<file path="config.mk">
export PLATFORM = sky130hd
export DESIGN_NAME = dmem_arbiter
export DESIGN_NICKNAME = d
export VERILOG_FILES = /design/src/rtl/dmem_arbiter.sv
export SDC_FILE = /design/constraint.sdc
export NUM_CORES = 1
export LEC_CHECK = 0
export CORE_ASPECT_RATIO = 0.6
export CORE_MARGIN = 3
export CORE_UTILIZATION = 34
export DETAILED_ROUTE_END_ITERATION = 10
export MAX_ROUTING_LAYER = met4
export PLACE_DENSITY = 0.81
export SLEW_MARGIN = 15
export SYNTH_ARGS = -nofsm -noshare
export SYNTH_HDL_FRONTEND = slang
export SYNTH_SLANG_ARGS = --single-unit
</file>
<file path="constraint.sdc">
create_clock -name clk_i -period 3.7 [get_ports clk_i]
set_input_delay 0.925 -clock clk_i [delete_from_list [all_inputs] [get_ports clk_i]]
set_output_delay 0.925 -clock clk_i [all_outputs]
set_load 0.01 [all_outputs]
</file>
<file path="src/rtl/dmem_arbiter.sv">
// ============================================================================
// dmem_arbiter
// ----------------------------------------------------------------------------
// Arbitrates two masters (m0 = CPU, m1 = debug loader) onto one shared data
// memory port. One access is in flight at a time:
//   IDLE  -> a request is sampled, the winner's command is registered
//   ISSUE -> the registered command is driven with a one-cycle read or write
//            enable, and the winner's gnt pulses
//   WAIT  -> reads only: MEM_LAT cycles; rvalid pulses in the last one
// Requests are ignored outside IDLE.
//
// Parameters
//   MEM_LAT          memory read latency in cycles, strobe to data (1..4)
//
// Build option
//   DMEM_ARB_RR_EN   when defined, simultaneous requests are arbitrated
//                    round-robin (the master not granted last wins).
//                    Otherwise m0 always wins and there is no pointer register.
//
// Ports
//   clk_i, reset_i                 clock, asynchronous active-high reset
//   m<k>_req_i/we_i                request, 1 = write / 0 = read
//   m<k>_addr_i/wdata_i            address, write data
//   m<k>_sign_mask_i               size/sign code, forwarded unmodified
//   m<k>_gnt_o                     one-cycle pulse: access issued to memory
//   m<k>_rvalid_o                  one-cycle pulse: m<k>_rdata_o is valid
//   m<k>_rdata_o                   combinational copy of mem_rdata_i
//   mem_addr_o/wdata_o/sign_mask_o registered command to memory
//   mem_w_ena_o/mem_r_ena_o        one-cycle strobes, high only in ISSUE
//   mem_rdata_i                    read data from memory
// ============================================================================
module dmem_arbiter #(
    parameter int MEM_LAT = 1
) (
    input  logic        clk_i,
    input  logic        reset_i,

    input  logic        m0_req_i,
    input  logic        m0_we_i,
    input  logic [31:0] m0_addr_i,
    input  logic [31:0] m0_wdata_i,
    input  logic [2:0]  m0_sign_mask_i,
    output logic        m0_gnt_o,
    output logic        m0_rvalid_o,
    output logic [31:0] m0_rdata_o,

    input  logic        m1_req_i,
    input  logic        m1_we_i,
    input  logic [31:0] m1_addr_i,
    input  logic [31:0] m1_wdata_i,
    input  logic [2:0]  m1_sign_mask_i,
    output logic        m1_gnt_o,
    output logic        m1_rvalid_o,
    output logic [31:0] m1_rdata_o,

    output logic [31:0] mem_addr_o,
    output logic [31:0] mem_wdata_o,
    output logic        mem_w_ena_o,
    output logic        mem_r_ena_o,
    output logic [2:0]  mem_sign_mask_o,
    input  logic [31:0] mem_rdata_i
);

    typedef enum logic [1:0] {
        IDLE  = 2'd0,
        ISSUE = 2'd1,
        WAIT  = 2'd2
    } state_t;

    // WAIT counter start value: counts MEM_LAT-1 down to 0.
    localparam logic [1:0] LAT_M1 = 2'(MEM_LAT - 1);

    state_t      state_q;
    logic [1:0]  cnt_q;
    logic        owner_q;     // 0 = m0, 1 = m1 owns the current access
    logic        we_q;
    logic [31:0] addr_q;
    logic [31:0] wdata_q;
    logic [2:0]  mask_q;
    logic        gnt_q;
    logic        w_ena_q;
    logic        r_ena_q;
    logic        rvalid_q;

    logic        any_req;
    logic        win_d;       // next owner if a request is accepted this edge
    logic        sel_we;
    logic [31:0] sel_addr;
    logic [31:0] sel_wdata;
    logic [2:0]  sel_mask;

    assign any_req = m0_req_i | m1_req_i;

`ifdef DMEM_ARB_RR_EN
    logic last_q;             // 1 = m1 was granted last

    // On a tie the master not granted last wins; a lone requester always wins.
    assign win_d = (m0_req_i & m1_req_i) ? ~last_q : m1_req_i;
`else
    assign win_d = ~m0_req_i;
`endif

    // NOTE: every output of a combinational block is given a value on every
    // path (here by the ternaries), so no latch can be inferred.
    always_comb begin
        sel_we    = win_d ? m1_we_i        : m0_we_i;
        sel_addr  = win_d ? m1_addr_i      : m0_addr_i;
        sel_wdata = win_d ? m1_wdata_i     : m0_wdata_i;
        sel_mask  = win_d ? m1_sign_mask_i : m0_sign_mask_i;
    end

    // NOTE: sequential state uses non-blocking assignments only, so every
    // register samples pre-edge values and the defaults at the top of the
    // block can be overridden later in the same block without ordering races.
    always_ff @(posedge clk_i or posedge reset_i) begin
        if (reset_i) begin
            state_q  <= IDLE;
            cnt_q    <= 2'd0;
            owner_q  <= 1'b0;
            we_q     <= 1'b0;
            addr_q   <= 32'd0;
            wdata_q  <= 32'd0;
            mask_q   <= 3'd0;
            gnt_q    <= 1'b0;
            w_ena_q  <= 1'b0;
            r_ena_q  <= 1'b0;
            rvalid_q <= 1'b0;
`ifdef DMEM_ARB_RR_EN
            last_q   <= 1'b1;
`endif
        end else begin
            // Pulses default low; each is raised for exactly one cycle below.
            gnt_q    <= 1'b0;
            w_ena_q  <= 1'b0;
            r_ena_q  <= 1'b0;
            rvalid_q <= 1'b0;

            case (state_q)
                IDLE: begin
                    if (any_req) begin
                        owner_q <= win_d;
                        we_q    <= sel_we;
                        addr_q  <= sel_addr;
                        wdata_q <= sel_wdata;
                        mask_q  <= sel_mask;
                        gnt_q   <= 1'b1;
                        w_ena_q <= sel_we;
                        r_ena_q <= ~sel_we;
                        state_q <= ISSUE;
`ifdef DMEM_ARB_RR_EN
                        last_q  <= win_d;
`endif
                    end
                end

                ISSUE: begin
                    if (we_q) begin
                        state_q <= IDLE;
                    end else begin
                        state_q  <= WAIT;
                        cnt_q    <= LAT_M1;
                        // Single-cycle WAIT: its only cycle is also the last.
                        rvalid_q <= (LAT_M1 == 2'd0);
                    end
                end

                WAIT: begin
                    if (cnt_q == 2'd0) begin
                        state_q <= IDLE;
                    end else begin
                        cnt_q    <= cnt_q - 2'd1;
                        // Entering the final WAIT cycle.
                        rvalid_q <= (cnt_q == 2'd1);
                    end
                end

                default: state_q <= IDLE;
            endcase
        end
    end

    // Pulses are registered; routing by owner_q keeps them mutually exclusive.
    assign m0_gnt_o    = gnt_q & ~owner_q;
    assign m1_gnt_o    = gnt_q &  owner_q;
    assign m0_rvalid_o = rvalid_q & ~owner_q;
    assign m1_rvalid_o = rvalid_q &  owner_q;
    assign m0_rdata_o  = mem_rdata_i;
    assign m1_rdata_o  = mem_rdata_i;

    assign mem_addr_o      = addr_q;
    assign mem_wdata_o     = wdata_q;
    assign mem_sign_mask_o = mask_q;
    assign mem_w_ena_o     = w_ena_q;
    assign mem_r_ena_o     = r_ena_q;

endmodule
</file>
==> results.md, run 1 <==
- The flow ran to the end, and the final reports show no timing, DRC or antenna violations.
- Pin placement for this block handled 309 I/O pins.
- After synthesis, the cell types taking the most area are dfrtp_1, mux2i_1, buf_4, o21ai_0, nand2_1.
- For this design the static power due to leakage is 2.72 nW.
- The largest individual stage delay along the critical path comes from the cell clkdlybuf4s50_1.
- The congestion estimate from routability-driven global placement came to 0.795.
- Entering global routing, the biggest net connects 105 pins.
- The total half-perimeter wirelength after legalization and detailed placement is ~8400 um.
- The number of rows created at floorplan is 30.
- The clock transition at the registers of the reported paths is 0.06 ns.
- At the worst endpoint, the required time is 2.77 ns.
- After detailed placement, the total cell area comes to 5840 um2.
- The largest total area in the synthesized netlist belongs to dfrtp_1.
- The slew of the pin with the lowest slew margin is between 0.5 and 0.6 ns.
- The synthesized design contains a little under 80 register bits.
- The critical path goes through and2_1 > clkdlybuf4s50_1.
- The max-cap violation count is 0.
- Derived from the worst setup path, the maximum achievable clock frequency is 0.429 GHz.
- After routing the design area is 6160 um2.
- The most common cell in the netlist is dfrtp_1.
- Of the cells placed in the final design, the portion with a size suffix greater than 1 is 4.36%.
- The total number of clock tree sinks is 77.
- Of all nets on the critical path, the largest fanout is 5.
- The total of warnings raised by yosys is 0.
- The setup TNS after final layout is 0 ns.
- In this run, post-CTS hold repair placed 0 buffers.
- The final worst clock skew is about 0.0042 ns.
- The cell area that synthesis handed to floorplanning was 4100 um2.
- The number of different library cells in the post-synthesis netlist is 21.
- The count of antenna-violating nets left after detailed routing is 0.
- The net count reported at finish is 725.
- Buffers placed on the I/O ports in this run total between 200 and 250.
- The number of max-slew violations in the final report is 0.
- The CTS tree is built.
- The data arrival time of the worst path is 1.41 ns.
- The type of element launching the critical path is a flip-flop.
- The area added between synthesis and finish is 50.2%.
- The starting DRC count in detailed routing is 78.
- In the final routed layout, each cell accounts on average for 15.0 um.
- After synthesis, flip-flops and latches occupy 47.0% of the total area.
- Hold timing on the final database bottoms out at a slack of 0.477 ns.
- Setup violations remaining at the end of the flow were counted as 0.
- The area of the placeable core is 11500 um2.
- Dividing the synthesized area by the synthesized cell count gives 10.1 um2.
- The residual overflow from global routing is 0.
- The primary flip-flop cell chosen by synthesis mapping is dfrtp_1.
- The area fraction of the dominant cell type after synthesis is 47.0%.
- Counting flops with an async set or reset pin after synthesis yields a share of between 90% and 100%.
- The endpoint type of the worst setup path is an output port.
- The CTS root buffer is clkbuf_16.
- Together, buffers and inverters on the worst path number 1.
- The top cell family by delay on the critical path is buffers and inverters.
- The H-tree was split into 3 levels.
- The synthesized netlist net count is about 580.
- The number of gates resized after CTS was 0.
- For this block, the via count after detailed routing is 3209.
- Synthesis produced just over 400 cells.
- The detailed-route DRC error count is 0.
- The number of global-route vias before repair is 3365.
- The number of iterations in the first detailed-routing pass is 4.
- From left edge to right edge, the die measures 148 um.
- By count the netlist is led by dfrtp_1, mux2i_1, nand2_1, buf_4, o21ai_0.
- The area of the die is 13500 um2.
- The peak per-stage delay on the critical path is 0.53 ns.
- The number of diodes added for antenna fixing is 0.
- The number of hold violations in the final report is 0.
- Setup repair after global routing left no endpoint under its margin.
- The floorplan die height is 91.1 um.
- In this run the post-CTS setup repair buffer count came out at 0.
- The completed layout was analyzed and its total power is 4.36 mW.
- For this design the ratio of total power to cell area is 708 nW/um2.
- The number of vias per cell after detailed routing is approximately 4.5.
- In the global route stage, overall resource usage came out at 16.2%.
- The initial cell density of the core is 35.6%.
- The wire length of the first global-routing pass is 16900 um.
- After layout, the worst path uses 63.0% of the clock period.
- The setup path with the least slack is of type flip-flop to output port.
- The initial antenna violation count is 0.
- The class of the tightest hold or removal check is flip-flop to flip-flop.
- The later pin in the worst-skew pair is clocked with a latency of 0.32 ns.
- Clock tree synthesis inserted a total of 9 buffers.
- For this block, the routed nets add up to 10600 um of wire.
- The maximum count of clock buffers along a single path is 2.
- The largest vdd supply drop is ~0.32 mV.
- The number of flops mapped to enable cells by yosys is 0.
- The worst pin sits at a relative slew slack of 64.8%.
- The post-layout minimum cycle time is 2.33 ns.
power by group:
group	total [mW]	internal (mW)	switching (mW)
registers	1.47	1.25	0.219
clock network	0.925	0.604	0.320
logic	1.96	1.06	0.902
per-layer routing:
metal	routed length, um	part of all wire (%)	up-vias	track usage (%)
met4	65	0.61	0	2.95
met3	1190	11	10	8.23
met2	4850	46	174	24.5
li1	-	-	1564	-
met1	4520	43	1461	19.7
met5	0	0	-	-
cell type report:
class / count / area (um2)
Tap cell: 160 / 200
Multi-Input combinational cell: 234 / 1520
Clock inverter: 4 / 72.6
Timing Repair Buffer: 218 / 2180
Inverter: 6 / 23.8
Clock buffer: 11 / 243
Sequential cell: 77 / 1930
Fill cell: 1009 / 5360
worst min-delay path, stage by stage (launching register included):
cell	delay, ns
dfrtp_1	0.33
nand2_1	0.05
o21ai_0	0.06
through the flow:
stage	instances	util, %	worst slack (ns)
after floorplan	404	-	0.808
after global placement	695	50.7	1.36
after detailed placement	695	50.7	1.29
after CTS	710	53.5	1.34
after global routing	710	53.5	1.28
final	710	53.5	1.37
flip-flops by register name, indices dropped and copies added (netlist names), 2 cells and up:
signal / flops
mem_addr_o: 32
mem_wdata_o: 32
mem_sign_mask_o: 3
cnt_q: 2
state_q: 2
logic make-up after synthesis:
group | share of synthesized area, %
multiplexers | 17.4
buffers and inverters | 16.0
flip-flops | 47.0
AND/OR/NAND/NOR | 8.15
AO/OA/AOI/OAI | 9.34
adder cells (fa/ha/maj) | 2.14
worst paths after layout:
kind / startpoint / end / slack, ns / cells after the start
hold reg to reg: mem_wdata_o[22]$_DFFE_PP0P_ / mem_wdata_o[22]$_DFFE_PP0P_ / 0.48 / 2
hold / removal: mem_wdata_o[22]$_DFFE_PP0P_ / mem_wdata_o[22]$_DFFE_PP0P_ / 0.48 / 2
min in group asynchronous: reset_i / mem_wdata_o[10]$_DFFE_PP0P_ / 0.90 / 2
setup / recovery: owner_q$_DFFE_PP0P_ / m1_rvalid_o / 1.37 / 2
setup reg to reg: state_q[0]$_DFFE_PP0P_ / we_q$_DFFE_PP0P_ / 2.10 / 7
max in group asynchronous: reset_i / mem_wdata_o[15]$_DFFE_PP0P_ / 2.09 / 3
layout by cell type (no fill, tap or decap), types with 2 or more instances in the layout:
cell type	count
nor2b_1	5
clkinv_2	2
clkbuf_16	9
a21oi_1	2
ha_1	7
buf_4	6
inv_1	5
o21ai_1	4
o21ai_0	64
nand2_1	69
and2_1	3
nor2_1	5
dfrtp_1	77
bufinv_16	2
mux2i_1	70
clkdlybuf4s50_1	211
No activity file was read; power rests on OpenSTA's default activity.
==> run 2, diff against run 1 <==
--- a/config.mk
+++ b/config.mk
@@ -7,10 +7,10 @@
 export LEC_CHECK = 0
 export CORE_ASPECT_RATIO = 0.6
 export CORE_MARGIN = 3
-export CORE_UTILIZATION = 34
+export CORE_UTILIZATION = 31
 export DETAILED_ROUTE_END_ITERATION = 10
 export MAX_ROUTING_LAYER = met4
-export PLACE_DENSITY = 0.81
+export PLACE_DENSITY = 0.78
 export SLEW_MARGIN = 15
 export SYNTH_ARGS = -nofsm -noshare
 export SYNTH_HDL_FRONTEND = slang
==> constraint.sdc (replaced) <==
create_clock -name clk_i -period 2 [get_ports clk_i]
set_input_delay 0.5 -clock clk_i [delete_from_list [all_inputs] [get_ports clk_i]]
set_output_delay 0.5 -clock clk_i [all_outputs]
set_load 0.01 [all_outputs]
==> run 2 against run 1 <==
Wire length decreased by 1.2%. Count of clock-buffer cells in the layout is 2 higher. Flip-flop and latch count did not move. Power up 91%. Via count fell by 0.84%. Critical path depth is the same. Cell count grew 0.99%. First-iteration DRC count up 12%. Worst setup slack got worse by 1.3 ns. Non-clock buffer count is 1 higher. Clock power is 110% higher. Sequential power up 85%.
==> results.md, run 2 (synthesized netlist as in run 1, its figures left out) <==
- The cell area power density came to 1330 nW/um2 (was 708 nW/um2).
- The number of buffers added by the clock tree synthesis step was 9 (unchanged).
- The clock share of power is 23.1% (was 21.2%).
- The CTS root buffer is clkbuf_16 (unchanged).
- The combined buffer and inverter count along the critical path is 1 (unchanged).
- The leakage dissipation is 2.76 nW (was 2.72 nW).
- The number of vias per cell after detailed routing is 4.44 (was 4.52).
- The data arrival time of the worst path is 1.40 ns (was 1.41 ns).
- The starting DRC count in detailed routing is 87 (was 78).
- The I/O pin count is 309 (unchanged).
- The number of rows created at floorplan came to 31 (was 30).
- Critical path cell sequence: nor2b_1 > clkdlybuf4s50_1 (was and2_1 > clkdlybuf4s50_1).
- The detailed-route DRC error count is 0 (unchanged).
- The average wire length per cell after detail routing is 14.6 um (was 15.0 um).
- The relative slew slack is 73.4% (was 64.8%).
- The sequential group share of total power is 32.7% (was 33.8%).
- The fraction of power spent switching nets was 32.1% (was 33.1%).
- The number of I/O port buffers is 212 (unchanged).
- The worst path uses ~95% of the clock period.
- The post-CTS setup buffer count came to 0 (unchanged).
- The proportion of layout cells with a drive suffix above 1 is 4.71% (was 4.36%).
- The clock network latency to the later pin of the worst-skew pair is 0.33 ns (was 0.32 ns).
- The non-filler instance count after layout is 717 (was 710).
- The number of iterations in the first detailed-routing pass was 3 (was 4).
- The maximum count of clock buffers along a single path is 2 (unchanged).
- The worst setup slack before clock tree synthesis is 0.201 ns (was 1.29 ns).
- Unrepaired setup endpoints after global routing: false (unchanged).
- The final worst clock skew is 0.00499 ns (was 0.00425 ns).
- The post-cts gate resize count is 0 (unchanged).
- The total area of multi-input combinational cells is 1520 um2 (unchanged).
- The max-cap violation count is 0 (unchanged).
- The maximum level of the CTS H-tree is 3 (unchanged).
- The routed via count is 3182 (was 3209).
- The post-detailed-placement cell area is 5900 um2 (was 5840 um2).
- The width of the die came to 154 um (was 148 um).
- The number of hold violations in the final report is 0 (unchanged).
- The final total power was 8.32 mW (was 4.36 mW).
- The clock transition at the registers of the reported paths came to 0.05 ns (was 0.06 ns).
- The endpoint type of the worst setup path is an output port (unchanged).
- The largest vdd supply drop is 0.628 mV (was 0.322 mV).
- The area of the die is 14700 um2 (was 13500 um2).
- The CTS tree is built (unchanged).
- The top cell family by delay on the critical path is buffers and inverters (unchanged).
- Run status: complete, no violations (unchanged).
- The total number of clock tree sinks was 77 (unchanged).
- The slowest cell on the critical path is clkdlybuf4s50_1 (unchanged).
- The top fanout value on the critical path is 5 (unchanged).
- The setup TNS after final layout came to 0 ns (unchanged).
- The number of diodes added for antenna fixing is 0 (unchanged).
- The initial cell density of the core came to 32.8% (was 35.6%).
- The net switching power came to 2.67 mW (was 1.44 mW).
- The total half-perimeter wirelength after legalization and detailed placement was 8280 um (was 8390 um).
- The peak per-stage delay on the critical path came to 0.54 ns (was 0.53 ns).
- The critical path required time was 1.50 ns (was 2.77 ns).
- Static timing analysis puts the maximum clock frequency at 0.526 GHz.
- The cell count after placement was 701 (was 695).
- The final routed wirelength across all metal layers was 10500 um (was 10600 um).
- The number of endpoints failing setup at the final stage is 0 (unchanged).
- The worst path setup slack after routing was 0.0977 ns (was 1.37 ns).
- The part of the total power dissipated in combinational logic is 44.1% (was 45.0%).
- The area of the placeable core came to 12500 um2 (was 11500 um2).
- The number of max-slew violations in the final report is 0 (unchanged).
- The final core utilization is 50.1% (was 53.5%).
- The number of global-route vias before repair is 3287 (was 3365).
- The class of the tightest hold or removal check is flip-flop to flip-flop (unchanged).
- The post-route cell area is 6260 um2 (was 6160 um2).
- The type of element launching the critical path is a flip-flop (unchanged).
- The last weighted congestion value of the routability-driven placer is 0.880 (was 0.795).
- The register area is 1930 um2 (unchanged).
- The slew of the pin with the lowest slew margin is 0.399 ns (was 0.528 ns).
- The count of antenna-violating nets left after detailed routing is 0 (unchanged).
- The fill cell instance count of the final layout was 1113 (was 1009).
- The wire length of the first global-routing pass is 16500 um (was 16900 um).
- Highest-count cells in the layout ignoring fill and taps: clkdlybuf4s50_1, dfrtp_1, mux2i_1, nand2_1, o21ai_0 (unchanged).
- The net count reported at finish is 726 (was 725).
- The floorplan die height is 95.1 um (was 91.1 um).
- The total internal power is 5.65 mW (was 2.92 mW).
- The worst hold margin is 0.479 ns (was 0.477 ns).
- For the finished layout, the period the worst path requires is 1.90 ns.
- The total global routing track utilization is 14.5% (was 16.2%).
- The initial antenna violation count is 0 (unchanged).
- The start-to-end type of the worst setup path was flip-flop to output port (unchanged).
- The most common library cell in the layout ignoring fill and taps is clkdlybuf4s50_1 (unchanged).
- The area added between synthesis and finish is 52.6% (was 50.2%).
- The hold-fix buffer count after cts is 0 (unchanged).
- The pin count of the biggest net entering global routing came to 78 (was 105).
- The residual overflow from global routing is 0 (unchanged).
run 2: cell count changes in the layout (fill, tap and decap cells not counted), sizes merged:
| cell | previous run | this run |
|---|---|---|
| clkinv | 2 | 0 |
| clkbuf | 11 | 13 |
| buf | 7 | 8 |
| bufinv | 2 | 3 |
run 2: area by class of cell:
class | instances | share of cell area, %
timing repair buffer | 219 | 35.5
sequential | 77 | 30.8
multi-input combinational | 234 | 24.2
clock buffer | 13 | 4.32
tap | 165 | 3.30
clock inverter | 3 | 1.44
inverter | 6 | 0.420
run 2: worst paths after layout:
path / end / from / slack, ns / cells past startpoint
worst max-delay path: m0_rvalid_o / owner_q$_DFFE_PP0P_ / 0.1 / 2
worst min-delay path: mem_addr_o[18]$_DFFE_PP0P_ / mem_addr_o[18]$_DFFE_PP0P_ / 0.48 / 2
worst max register to register: state_q[1]$_DFFE_PP0P_ / state_q[0]$_DFFE_PP0P_ / 0.52 / 5
worst min register to register: mem_addr_o[18]$_DFFE_PP0P_ / mem_addr_o[18]$_DFFE_PP0P_ / 0.48 / 2
max in group asynchronous: mem_wdata_o[5]$_DFFE_PP0P_ / reset_i / 1.06 / 3
min in group asynchronous: state_q[1]$_DFFE_PP0P_ / reset_i / 0.64 / 3
run 2: worst min-delay path, stage by stage, from the launching register on:
cell and delay, ns:
dfrtp_1 0.34, nand2_1 0.05, o21ai_0 0.06
run 2: layer usage:
layer,global-route usage (%),vias to the layer above,wire length (um)
li1,-,1569,-
met1,16.6,1426,4290
met2,23.5,175,4920
met3,7.30,12,1200
met4,2.87,0,85
met5,-,-,0
run 2: power groups by stage:
stage | logic [mW] | clock network [mW] | registers, mW
after floorplan | 1.54 | 0 | 3.03
after global placement | 3.64 | 0 | 2.73
after detailed placement | 3.74 | 0 | 2.76
after CTS | 3.75 | 1.99 | 2.74
after global routing | 4.07 | 2.06 | 2.82
final | 3.67 | 1.93 | 2.72
==> run 3, diff against run 2 <==
--- a/config.mk
+++ b/config.mk
@@ -15,3 +15,4 @@
 export SYNTH_ARGS = -nofsm -noshare
 export SYNTH_HDL_FRONTEND = slang
 export SYNTH_SLANG_ARGS = --single-unit
+export TNS_END_PERCENT = 10
==> results of run 3 <==
Same layout as run 2: the final DEF is identical, and so are final timing and power.
